--- src/rtl/led_pkg.sv ---
// Shared LED-block definitions: fader state encoding and default geometry.
// Latency: n/a (types and constants only).
// Backpressure: n/a.
package led_pkg;

  typedef enum logic [1:0] {
    ST_OFF  = 2'd0,
    ST_RISE = 2'd1,
    ST_ON   = 2'd2,
    ST_FALL = 2'd3
  } led_state_e;

  // Defaults shared by every LED block that needs a brightness ramp.
  localparam int DEF_PWM_BITS = 8;
  localparam int DEF_RAMP_DIV = 4096;

endpackage

--- src/rtl/pwm_gen.sv ---
// PWM generator: free-running counter, frame-aligned duty latch, registered LED compare.
// Latency: LEVEL takes effect at the next frame boundary; LED is a registered output.
// Backpressure: none, runs every clock.
// Ports: CLK/RST (sync, active-high); LEVEL in (brightness); LED out (PWM pin).
module pwm_gen
  import led_pkg::*;
#(
  parameter int PWM_BITS = DEF_PWM_BITS
) (
  input  logic                CLK,
  input  logic                RST,
  input  logic [PWM_BITS-1:0] LEVEL,
  output logic                LED
);

  localparam logic [PWM_BITS-1:0] MAX = '1;

  logic [PWM_BITS-1:0] cnt_q, cnt_d;
  logic [PWM_BITS-1:0] duty_q, duty_d;
  logic                led_q, led_d;

  always_comb begin
    cnt_d  = cnt_q + 1'b1;
    // Latch on the edge the counter wraps so a frame never sees two duties.
    duty_d = (cnt_q == MAX) ? LEVEL : duty_q;
    // Compare against next-cycle counter/duty so the registered LED lines up
    // with cnt_q: LED high iff cnt_q < duty_q, forced high for full scale.
    led_d  = (duty_d == MAX) || (cnt_d < duty_d);
  end

  always_ff @(posedge CLK) begin
    if (RST) begin
      cnt_q  <= '0;
      duty_q <= '0;
      led_q  <= 1'b0;
    end else begin
      cnt_q  <= cnt_d;
      duty_q <= duty_d;
      led_q  <= led_d;
    end
  end

  assign LED = led_q;

endmodule

--- src/rtl/led_pwm_fader.sv ---
// LED fader: turns an on/off request into a linearly ramped PWM brightness.
// Latency: request registered once; first ramp step RAMP_DIV clocks after RISE/FALL entry.
// Backpressure: none; LED_REQ may toggle at any rate and is tracked every clock.
// Ports: CLK/RST (sync, active-high); LED_REQ in; LED, LEVEL, BUSY out.
module led_pwm_fader
  import led_pkg::*;
#(
  parameter int PWM_BITS = DEF_PWM_BITS,
  parameter int RAMP_DIV = DEF_RAMP_DIV
) (
  input  logic                CLK,
  input  logic                RST,
  input  logic                LED_REQ,
  output logic                LED,
  output logic [PWM_BITS-1:0] LEVEL,
  output logic                BUSY
);

  localparam int                  PRESC_W  = (RAMP_DIV > 1) ? $clog2(RAMP_DIV) : 1;
  localparam logic [PRESC_W-1:0]  PRESC_TC = PRESC_W'(RAMP_DIV - 1);
  localparam logic [PWM_BITS-1:0] MAX      = '1;

  logic                req_q, req_d;
  led_state_e          state_q, state_d;
  logic [PWM_BITS-1:0] level_q, level_d;
  logic [PRESC_W-1:0]  presc_q, presc_d;
  logic                step_tick;

  always_comb begin
    req_d     = LED_REQ;
    state_d   = state_q;
    level_d   = level_q;
    // Prescaler falls back to 0: held in OFF/ON, cleared on every ramp entry
    // and on the step tick (wrap).
    presc_d   = '0;
    step_tick = (presc_q == PRESC_TC);

    case (state_q)
      ST_OFF: begin
        if (req_q) state_d = ST_RISE;
      end
      ST_RISE: begin
        // A reversal takes priority over a coincident step; LEVEL is kept.
        if (!req_q) begin
          state_d = ST_FALL;
        end else if (step_tick) begin
          if (level_q != MAX) level_d = level_q + 1'b1;
          if (level_d == MAX) state_d = ST_ON;
        end else begin
          presc_d = presc_q + 1'b1;
        end
      end
      ST_ON: begin
        if (!req_q) state_d = ST_FALL;
      end
      ST_FALL: begin
        if (req_q) begin
          state_d = ST_RISE;
        end else if (step_tick) begin
          if (level_q != '0) level_d = level_q - 1'b1;
          if (level_d == '0) state_d = ST_OFF;
        end else begin
          presc_d = presc_q + 1'b1;
        end
      end
      default: state_d = ST_OFF;
    endcase
  end

  always_ff @(posedge CLK) begin
    if (RST) begin
      req_q   <= 1'b0;
      state_q <= ST_OFF;
      level_q <= '0;
      presc_q <= '0;
    end else begin
      req_q   <= req_d;
      state_q <= state_d;
      level_q <= level_d;
      presc_q <= presc_d;
    end
  end

  assign LEVEL = level_q;
  assign BUSY  = (state_q == ST_RISE) || (state_q == ST_FALL);

  pwm_gen #(
    .PWM_BITS(PWM_BITS)
  ) u_pwm_gen (
    .CLK  (CLK),
    .RST  (RST),
    .LEVEL(level_q),
    .LED  (LED)
  );

endmodule

--- config.mk ---
export PLATFORM = sky130hd
export DESIGN_NAME = led_pwm_fader
export DESIGN_NICKNAME = d
export VERILOG_FILES = /design/src/rtl/led_pkg.sv /design/src/rtl/pwm_gen.sv /design/src/rtl/led_pwm_fader.sv
export SDC_FILE = /design/constraint.sdc
export NUM_CORES = 1
export LEC_CHECK = 0
export CAP_MARGIN = 20
export CORE_MARGIN = 2
export CORE_UTILIZATION = 52
export DETAILED_ROUTE_END_ITERATION = 12
export DONT_BUFFER_PORTS = 1
export PLACE_DENSITY = 0.77
export SYNTH_ARGS = -nofsm -noshare
export SYNTH_HDL_FRONTEND = slang
export SYNTH_HIERARCHICAL = 1
export SYNTH_SLANG_ARGS = --single-unit
--- constraint.sdc ---
create_clock -name CLK -period 3.4 [get_ports CLK]
set_input_delay 0.34 -clock CLK [delete_from_list [all_inputs] [get_ports CLK]]
set_output_delay 0.34 -clock CLK [all_outputs]
set_load 0.03 [all_outputs]
==> results of run 1 <==
## kinds of logic after synthesis
kind of cell	Yosys count	share of synthesized area
AOI/OAI and AO/OA	58	0.176
xor gates and xnor gates	19	0.0632
adders and majority gates	17	0.0808
buffers and inverters	25	0.0495
DFF	40	0.304
muxes	12	0.0461
and+or+nand+nor	131	0.280
## cell type report
class	instances	share of cell area
clock inverter	2	0.0138
multi-input combinational	237	0.606
timing repair buffer	8	0.0214
inverter	10	0.0134
tap	67	0.0299
sequential	40	0.286
clock buffer	6	0.0295
## worst min-delay path by stage
stage                     startpoint                       endpoint  cells past startpoint
after global routing             RST  u_pwm_gen/cnt_q[0]$_SDFF_PP0_                      1
final                            RST               req_q$_SDFF_PP0_                      1
after floorplan                  RST               req_q$_SDFF_PP0_                      1
after global placement           RST  u_pwm_gen/cnt_q[0]$_SDFF_PP0_                      1
after CTS                        RST  u_pwm_gen/cnt_q[0]$_SDFF_PP0_                      1
after detailed placement         RST        state_q[1]$_SDFFE_PP0P_                      1
## power breakdown
group	switching (mW)	total, mW	internal, mW	leakage [nW]
Sequential	0.0224	0.508	0.485	0.324
Combinational	0.104	0.184	0.0793	0.672
Clock	0.174	0.414	0.240	0.0614
## stage by stage
step,setup slack (ns),power [mW]
after global routing,0.458,1.17
after CTS,0.638,1.12
after global placement,0.787,0.693
after floorplan,0.856,0.669
final,0.638,1.11
after detailed placement,0.666,0.703
## cells in the final DEF, fill, tap and decap left out, types with 2 or more instances in the layout
cell	n
a221oi_1	2
nand2_1	18
nor3b_1	6
mux2i_1	11
o211ai_1	4
or2_2	2
a31oi_1	2
nor3_1	8
clkbuf_8	6
and3_1	5
and3b_1	2
buf_4	8
nand4_1	7
xnor2_1	8
a21o_1	2
a311oi_1	3
nand4_4	2
nand3_1	16
ha_1	17
and2_1	3
a211oi_1	2
inv_1	10
nand2b_1	4
xor2_1	11
a21oi_1	12
nor2b_1	13
o21ai_0	11
and4_1	2
dfxtp_1	40
nand3b_1	2
nor2_1	36
## flip-flops by register name, summed over array words and instances (netlist names)
name / flops
LEVEL: 8
presc_q: 12
req_q: 1
state_q: 2
u_pwm_gen/LED: 1
u_pwm_gen/cnt_q: 8
u_pwm_gen/duty_q: 8
## layer usage
layer	share of wire	global-route usage	vias to the layer above
li1	-	-	1089
met1	0.47	0.288	1022
met2	0.45	0.322	70
met3	0.059	0.0442	10
met4	0.013	0.0663	0
met5	0	0	-
## worst register-to-register path: cells and delay by family, from the launching register on
| family | cells | cell delay [ns] |
|---|---|---|
| flops | 1 | 0.42 |
| mux | 1 | 0.28 |
| simple gates | 2 | 0.44 |
| fa+ha+maj | 2 | 0.56 |
| compound gates | 4 | 0.97 |
==> impl_metrics.json, run 1 <==
{
  "yosysWarnings": 6,
  "critical_path.most_common_cell": "ha_1",
  "clock_insertion_delay_worst_skew_ns": 0.29,
  "timing_worst_slew_pin_value_ns": 0.773,
  "first_global_vias": 1942,
  "post-synth-top-area-cell": "dfxtp_1",
  "clock_skew_ns": 0.00257,
  "cts_resized": 0,
  "routed_wirelength_microns": 5510,
  "path_delay_family": "compound AO/OA/AOI/OAI gates",
  "yosysUniqueCellTypes": 60,
  "critical_path_required_ns": 3.61,
  "hold_ws_ns": 0.113,
  "rsz0062_at_grt": "false",
  "cts-buffers-inserted": 5,
  "fill_cells": 426,
  "critPathLaunch": "u_pwm_gen/cnt_q[0]$_SDFF_PP0_",
  "grt_start_max_net_pins": 31,
  "num_antenna_cells": 0,
  "register_area_sq_um": 801,
  "cap_viol_max_count": 0,
  "synth_top_area_frac": 0.304,
  "clock_tree.buffer_depth": 2,
  "startpoint_type": "register",
  "avgSynthCellArea_sq_um": 8.71,
  "drt.antenna.violating_nets": 0,
  "worst-path-max-fanout": 9,
  "post-cts-setup-buffer-count": 0,
  "cp-endpoint": "u_pwm_gen/LED$_SDFF_PP0_",
  "synthCells": 302,
  "hold_violation_count_in_the_final_report": 0,
  "clockRootBuffer": "clkbuf_8",
  "dr_drc_count": 0,
  "slew-limit-headroom": 0.484,
  "initial_antenna_violation_count": 0,
  "dr_total_vias": 2191,
  "cts_hold_repair.buffers": 0,
  "placeableCoreArea_sq_mm": 0.00479,
  "placement_row_count": 25,
  "fin_nets": 322,
  "power.leakage_nw": 1.06,
  "place.port_buffers": 0,
  "drive_above_1_share": 0.0990,
  "finalCriticalPeriod_ns": 2.76,
  "power.density_cell_area_mw_per_mm2": 394,
  "arrival_ns": 2.97,
  "post_syn_area_sq_mm": 0.00263,
  "tritoncts_num_sinks": 40,
  "timing.rr.end": "u_pwm_gen/LED$_SDFF_PP0_",
  "drt_pre_antenna_iters": 4,
  "grt_util_all_layers": 0.207,
  "floorplan.die.width_microns": 75.1,
  "crit_path_top_delay_cell": "dfxtp_1",
  "max_freq_mhz": 362,
  "setup.reg_to_reg.worst_slack_ns": 0.64,
  "r2r-start": "u_pwm_gen/cnt_q[0]$_SDFF_PP0_",
  "h-tree-depth": 2,
  "design_area_sq_mm": 0.00280,
  "setup_viol_count_final": 0,
  "synth-async-reset-ratio": 0,
  "synthFlopType": "dfxtp_1",
  "final_cells": 370,
  "critical_path.n_buffers_inverters": 0,
  "postSynthRegisterBits": 40,
  "grt_pass1_wl_microns": 9050,
  "io_pins": 13,
  "drv_slew": 0,
  "multiInputGateArea_sq_mm": 0.00170,
  "dp.cells": 362,
  "biggest_cell_delay_along_the_critical_path_ns": 0.42,
  "worstSetupPathDepth": 9,
  "synth.cells.most_frequent": "dfxtp_1, nor2_1, nand2_1",
  "irDropWorstVdd_uv": 234,
  "finalSetupTns_ns": 0,
  "hpwl_detailed_microns": 3940,
  "floorplan.initialDensity": 0.550,
  "crit_chain": "ha_1, nand4_4, nor2_8, mux2i_1, ha_1, a21o_1, a211o_1, a2111o_1, o32ai_2",
  "routedWlPerCell_microns": 14.9,
  "status": "finished, final reports clean",
  "gp_routability_congestion": 0.876,
  "design.die.area_sq_mm": 0.00565,
  "drt-initial-drc-count": 311,
  "holdCritPathClass": "in2reg",
  "synth_most_common_cell": "dfxtp_1",
  "tritoncts": "yes",
  "final_cycle_share": 0.812,
  "area.growth.synth_to_final_pct": 6.56,
  "synth.yosys.seq_area_share": 0.304,
  "overflow": 0,
  "path_clk_slew_ns": 0.08,
  "detail_route.vias_per_cell": 5.92,
  "worstSetupEndpointType": "register",
  "utilization": 0.586,
  "reg2regPathDepth": 9,
  "post_syn_nets": 322,
  "floorplan.die.height_microns": 75.1,
  "criticalPathCategory": "reg2reg",
  "synth_enable_flop_cells": 0,
  "netlist_top_cells_area": "dfxtp_1, ha_1, nor2_1",
  "placedInstanceArea_sq_mm": 0.00268
}
Note: power is estimated with default switching activity, not from simulation.
==> run 2, diff against run 1 <==
- PLACE_DENSITY: 0.77 -> 0.8
- clock period: 3.4 -> 2.2 ns (I/O delays scaled with it)
==> run 2 against run 1 <==
Effect of this change: the run now ends with negative hold slack, negative setup slack left; non-clock buffer count increased by 50; register-to-register slack got worse by 0.77 ns; sequential share of layout area shrank 4.2 points; total power rose by 53%; worst hold slack lost 0.12 ns; critical path depth did not move; global-route usage grew 3.2 points; worst setup slack lost 0.77 ns; clock-buffer cell count is the same; highest routed layer unchanged.
==> impl_metrics.json, run 2 (synthesis gave the netlist of run 1 again) <==
{
  "status": "complete, but fails checks",
  "violations": "negative hold slack, negative setup slack",
  "fin_nets": 372,
  "cts-buffers-inserted": 5,
  "hpwl_detailed_microns": 4220,
  "overflow": 0,
  "holdCritPathClass": "in2reg",
  "num_antenna_cells": 0,
  "hold_ws_ns": -0.00447,
  "power.total_mw": 1.70,
  "drive_above_1_share": 0.232,
  "finalCriticalPeriod_ns": 2.34,
  "grt_util_all_layers": 0.239,
  "clock_tree.buffer_depth": 2,
  "utilization": 0.699,
  "tritoncts": "yes",
  "drt_pre_antenna_iters": 6,
  "routedWlPerCell_microns": 16.1,
  "worstSetupEndpointType": "register",
  "drv_slew": 0,
  "io_pins": 13,
  "grt_pass1_wl_microns": 10500,
  "hold-path-cell-count": 1,
  "cap_viol_max_count": 0,
  "critical_path_required_ns": 2.41,
  "floorplan.die.height_microns": 75.1,
  "path_clk_slew_ns": 0.09,
  "criticalPathCategory": "reg2reg",
  "biggest_cell_delay_along_the_critical_path_ns": 0.38,
  "register_area_sq_um": 815,
  "design_area_sq_mm": 0.00335,
  "drt.antenna.violating_nets": 0,
  "power.density_cell_area_mw_per_mm2": 507,
  "crit_path_top_delay_cell": "a2111o_1",
  "setup.reg_to_reg.worst_slack_ns": -0.14,
  "floorplan.initialDensity": 0.550,
  "timing.rr.end": "u_pwm_gen/LED$_SDFF_PP0_",
  "drt-initial-drc-count": 304,
  "arrival_ns": 2.55,
  "worstHoldStart": "RST",
  "slew-limit-headroom": 0.591,
  "place.port_buffers": 0,
  "area.growth.synth_to_final_pct": 27.2,
  "registers.top_by_ff_count": "presc_q",
  "irDropWorstVdd_uv": 436,
  "final_cycle_share": 1.06,
  "initial_antenna_violation_count": 0,
  "startpoint_type": "register",
  "power.leakage_nw": 1.35,
  "layout_commonest_cell": "buf_4",
  "detail_route.vias_per_cell": 5.91,
  "rsz0062_at_grt": "true",
  "clock_skew_ns": 0.00846,
  "design.die.area_sq_mm": 0.00565,
  "placeableCoreArea_sq_mm": 0.00479,
  "hold_path_end": "LEVEL[0]$_SDFFE_PP0P_",
  "layout.cells.most_common_list": "buf_4, nor2_1, dfxtp_1",
  "dr_total_vias": 2484,
  "setup_viol_count_final": 1,
  "placedInstanceArea_sq_mm": 0.00293,
  "path_delay_family": "compound AO/OA/AOI/OAI gates",
  "r2r-start": "u_pwm_gen/cnt_q[1]$_SDFF_PP0_",
  "timing_worst_slew_pin_value_ns": 0.598,
  "routed_wirelength_microns": 6780,
  "final_cells": 420,
  "post-route-worst-setup-slack_ns": -0.136,
  "h-tree-depth": 2,
  "post-place-ws_ns": -0.0403,
  "dr_drc_count": 0,
  "floorplan.die.width_microns": 75.1,
  "dp.cells": 388,
  "max_freq_mhz": 428,
  "first_global_vias": 2287,
  "crit_chain": "ha_4, nand4_4, nor2_8, mux2i_4, ha_4, a21o_1, a211o_1, a2111o_1, o32ai_2",
  "critical_path.most_common_cell": "ha_4",
  "clock_insertion_delay_worst_skew_ns": 0.29,
  "multiInputGateArea_sq_mm": 0.00180,
  "cts_hold_repair.buffers": 17,
  "critical_path.n_buffers_inverters": 0,
  "hold_violation_count_in_the_final_report": 3,
  "tritoncts_num_sinks": 40,
  "finalSetupTns_ns": -0.136,
  "worst-path-max-fanout": 4,
  "gp_routability_congestion": 0.906,
  "placement_row_count": 25,
  "grt_start_max_net_pins": 31,
  "largest_register_ff_count": 12,
  "fill_cells": 357,
  "reg2regPathDepth": 9,
  "clockRootBuffer": "clkbuf_8"
}
==> run 2: changes by cell type in the layout (fill, tap and decap cells not counted), moves of 4 or more <==
cell and delta:
dlygate4sd3_1 +17, buf_4 +30, mux2i_1 -4, dfxtp_1 -5
==> run 2: worst max-delay path by stage <==
| stage | from | to | slack [ns] | cells after the start |
|---|---|---|---|---|
| detailed placement | u_pwm_gen/cnt_q[1]$_SDFF_PP0_ | u_pwm_gen/LED$_SDFF_PP0_ | -0.04 | 9 |
| CTS | u_pwm_gen/cnt_q[1]$_SDFF_PP0_ | u_pwm_gen/LED$_SDFF_PP0_ | -0.09 | 9 |
| global placement | u_pwm_gen/cnt_q[1]$_SDFF_PP0_ | u_pwm_gen/LED$_SDFF_PP0_ | 0.008 | 10 |
| global route | u_pwm_gen/cnt_q[1]$_SDFF_PP0_ | u_pwm_gen/LED$_SDFF_PP0_ | -0.24 | 10 |
| floorplan | u_pwm_gen/cnt_q[0]$_SDFF_PP0_ | u_pwm_gen/LED$_SDFF_PP0_ | -0.08 | 9 |
| finish | u_pwm_gen/cnt_q[1]$_SDFF_PP0_ | u_pwm_gen/LED$_SDFF_PP0_ | -0.14 | 9 |
==> run 2: final cells by class <==
cell class	instances	share of cell area
Clock buffer	6	0.0280
Clock inverter	2	0.00486
Inverter	10	0.0127
Multi-Input combinational cell	237	0.537
Sequential cell	40	0.243
Tap cell	67	0.0251
Timing Repair Buffer	58	0.149
==> run 2: report_power, final <==
group / total, mW / switching [mW] / internal [mW]
combinational: 0.335 / 0.183 / 0.152
sequential: 0.781 / 0.0339 / 0.748
clock: 0.580 / 0.284 / 0.296
total: 1.70 / 0.500 / 1.20
==> run 2: repair_timing <==
item                       4_1_cts  5_1_grt
gates cloned                     0        0
resized for setup                1       20
setup endpoints to repair        1        4
pin swaps                        0        7
setup buffers                    1        6
hold endpoints to repair        26       10
==> run 2: layer usage <==
| layer | track usage | wire length, microns | vias to the layer above |
|---|---|---|---|
| met5 | 0 | 0 | - |
| met4 | 0.0838 | 178 | 0 |
| met3 | 0.0428 | 418 | 23 |
| met2 | 0.387 | 3200 | 102 |
| met1 | 0.321 | 2980 | 1171 |
| li1 | - | - | 1188 |
==> run 3, diff against run 2 <==
- CTS_CLUSTER_SIZE: default -> 28
- PLACE_DENSITY: 0.8 -> 0.77
- clock period: 2.2 -> 2.9 ns (I/O delays scaled with it)
==> run 3 against run 2 <==
Effect of this change: the run now ends clean; critical endpoint unchanged; combinational power decreased by 36%; global-route usage decreased by 2.1 points; sequential share of layout area increased by 4.1 points; worst hold slack improved by 0.060 ns; largest cell class unchanged; total power decreased by 30%; routed wire length decreased by 18%; highest routed layer unchanged; register-to-register slack improved by 0.30 ns; clock-buffer cell count decreased by 1; sequential power decreased by 24%; largest power group unchanged; first-iteration DRC count decreased by 26%; cell area decreased by 16%; cell count decreased by 11%.
==> impl_metrics.json, run 3 (synthesis gave the netlist of run 1 again) <==
{
  "detail_route.vias_per_cell": 5.81,
  "hold-path-cell-count": 1,
  "clock_skew_ns": 0.00336,
  "tritoncts_num_sinks": 40,
  "criticalPathCategory": "reg2reg",
  "max_freq_mhz": 366,
  "crit_chain": "ha_1, nand4_4, nor2_8, mux2i_1, ha_1, a21o_1, a211o_1, a2111o_1, o32ai_2",
  "worst-path-max-fanout": 9,
  "initial_antenna_violation_count": 0,
  "gp_routability_congestion": 0.867,
  "registers.top_by_ff_count": "presc_q",
  "clock_tree.buffer_depth": 2,
  "area.growth.synth_to_final_pct": 6.89,
  "grt_start_max_net_pins": 31,
  "status": "finished, final reports clean",
  "cts_resized": 0,
  "timing.rr.end": "u_pwm_gen/LED$_SDFF_PP0_",
  "floorplan.initialDensity": 0.550,
  "slew-limit-headroom": 0.628,
  "clock_insertion_delay_worst_skew_ns": 0.30,
  "drt.antenna.violating_nets": 0,
  "drt-initial-drc-count": 224,
  "finalSetupTns_ns": 0,
  "placement_row_count": 25,
  "largest_register_ff_count": 12,
  "fill_cells": 423,
  "hold_path_end": "req_q$_SDFF_PP0_",
  "hold_ws_ns": 0.0551,
  "routed_wirelength_microns": 5590,
  "arrival_ns": 2.95,
  "post-place-ws_ns": 0.188,
  "routedWlPerCell_microns": 14.9,
  "post-cts-setup-buffer-count": 0,
  "power.density_cell_area_mw_per_mm2": 424,
  "cap_viol_max_count": 0,
  "num_antenna_cells": 0,
  "setup_viol_count_final": 0,
  "setup.reg_to_reg.worst_slack_ns": 0.17,
  "path_delay_family": "compound AO/OA/AOI/OAI gates",
  "cts_hold_repair.buffers": 0,
  "fin_nets": 327,
  "final_cycle_share": 0.943,
  "worstSetupEndpointType": "register",
  "worstHoldStart": "RST",
  "utilization": 0.588,
  "finalCriticalPeriod_ns": 2.73,
  "timing_worst_slew_pin_value_ns": 0.550,
  "dr_total_vias": 2180,
  "irDropWorstVdd_uv": 313,
  "io_pins": 13,
  "clockRootBuffer": "clkbuf_8",
  "critical_path.most_common_cell": "ha_1",
  "path_clk_slew_ns": 0.08,
  "grt_pass1_wl_microns": 9510,
  "floorplan.die.width_microns": 75.1,
  "critPathLaunch": "u_pwm_gen/cnt_q[0]$_SDFF_PP0_",
  "cts-buffers-inserted": 5,
  "startpoint_type": "register",
  "layout_commonest_cell": "dfxtp_1",
  "biggest_cell_delay_along_the_critical_path_ns": 0.43,
  "dr_drc_count": 0,
  "hold_violation_count_in_the_final_report": 0,
  "design.die.area_sq_mm": 0.00565,
  "grt_util_all_layers": 0.218,
  "floorplan.die.height_microns": 75.1,
  "power.leakage_nw": 1.06,
  "crit_path_top_delay_cell": "dfxtp_1",
  "placeableCoreArea_sq_mm": 0.00479,
  "critical_path.n_buffers_inverters": 0,
  "layout.cells.most_common_list": "dfxtp_1, nor2_1, nand2_1",
  "h-tree-depth": 2,
  "critical_path_required_ns": 3.11,
  "r2r-start": "u_pwm_gen/cnt_q[0]$_SDFF_PP0_",
  "tritoncts": "yes",
  "hpwl_detailed_microns": 4040,
  "reg2regPathDepth": 9,
  "overflow": 0,
  "holdCritPathClass": "in2reg",
  "post-route-worst-setup-slack_ns": 0.167,
  "first_global_vias": 2073,
  "drive_above_1_share": 0.114,
  "place.port_buffers": 0,
  "rsz0062_at_grt": "false",
  "drv_slew": 0,
  "drt_pre_antenna_iters": 4
}
-- run 3: cell types whose count changed in the layout (fill, tap and decap cells not counted), moves of 3 or more --
cell and change:
buf_4 -25, dlygate4sd3_1 -17, dfxtp_1 +5, mux2i_1 +4, dfxtp_4 -3, ha_1 +3
ha_4 -3, mux2i_2 -3
-- run 3: layout make-up --
type                    instances  area, sq um  share of cell area
multi-input cells             237         1700               0.605
flip-flops and latches         40          801               0.285
repair buffers                 13         97.6              0.0347
well taps                      67         83.8              0.0298
clock buffers                   5         68.8              0.0245
inverters                      10         37.5              0.0133
clock inverters                 3         23.8             0.00845
-- run 3: worst max-delay path by stage --
stage / cells after the start / slack, ns / endpoint
3_5_place_dp: 9 / 0.19 / u_pwm_gen/LED$_SDFF_PP0_
5_1_grt: 9 / 0.04 / u_pwm_gen/LED$_SDFF_PP0_
3_3_place_gp: 9 / 0.27 / u_pwm_gen/LED$_SDFF_PP0_
2_1_floorplan: 9 / 0.36 / u_pwm_gen/LED$_SDFF_PP0_
6_report: 9 / 0.17 / u_pwm_gen/LED$_SDFF_PP0_
4_1_cts: 9 / 0.17 / u_pwm_gen/LED$_SDFF_PP0_
-- run 3: power breakdown --
part | switching (mW) | total (mW) | internal, mW
Clock | 0.214 | 0.384 | 0.170
Sequential | 0.0254 | 0.594 | 0.569
Combinational | 0.121 | 0.215 | 0.0942
Total | 0.360 | 1.19 | 0.833
-- run 3: worst register-to-register path: cells and delay by family, from the launching register on --
kind | cells | cell delay [ns]
AO/OA/AOI/OAI | 4 | 0.97
adder cells (fa/ha/maj) | 2 | 0.56
AND/OR/NAND/NOR | 2 | 0.44
flip-flops | 1 | 0.43
multiplexers | 1 | 0.26
-- run 3: routing by layer --
layer	share of wire	GRT usage	routed length (microns)	vias to the layer above
li1	-	-	-	1088
met1	0.47	0.290	2630	1014
met2	0.46	0.356	2550	70
met3	0.064	0.0442	359	8
met4	0.0091	0.0682	51	0
met5	0	0	0	-
-- run 3: per-stage QoR --
stage	instance area, sq um	total power, mW	std cells
after floorplan	2630	0.784	302
after global placement	2720	0.813	367
after detailed placement	2720	0.821	367
after CTS	2810	1.20	375
after global routing	2810	1.26	375
final	2810	1.19	375
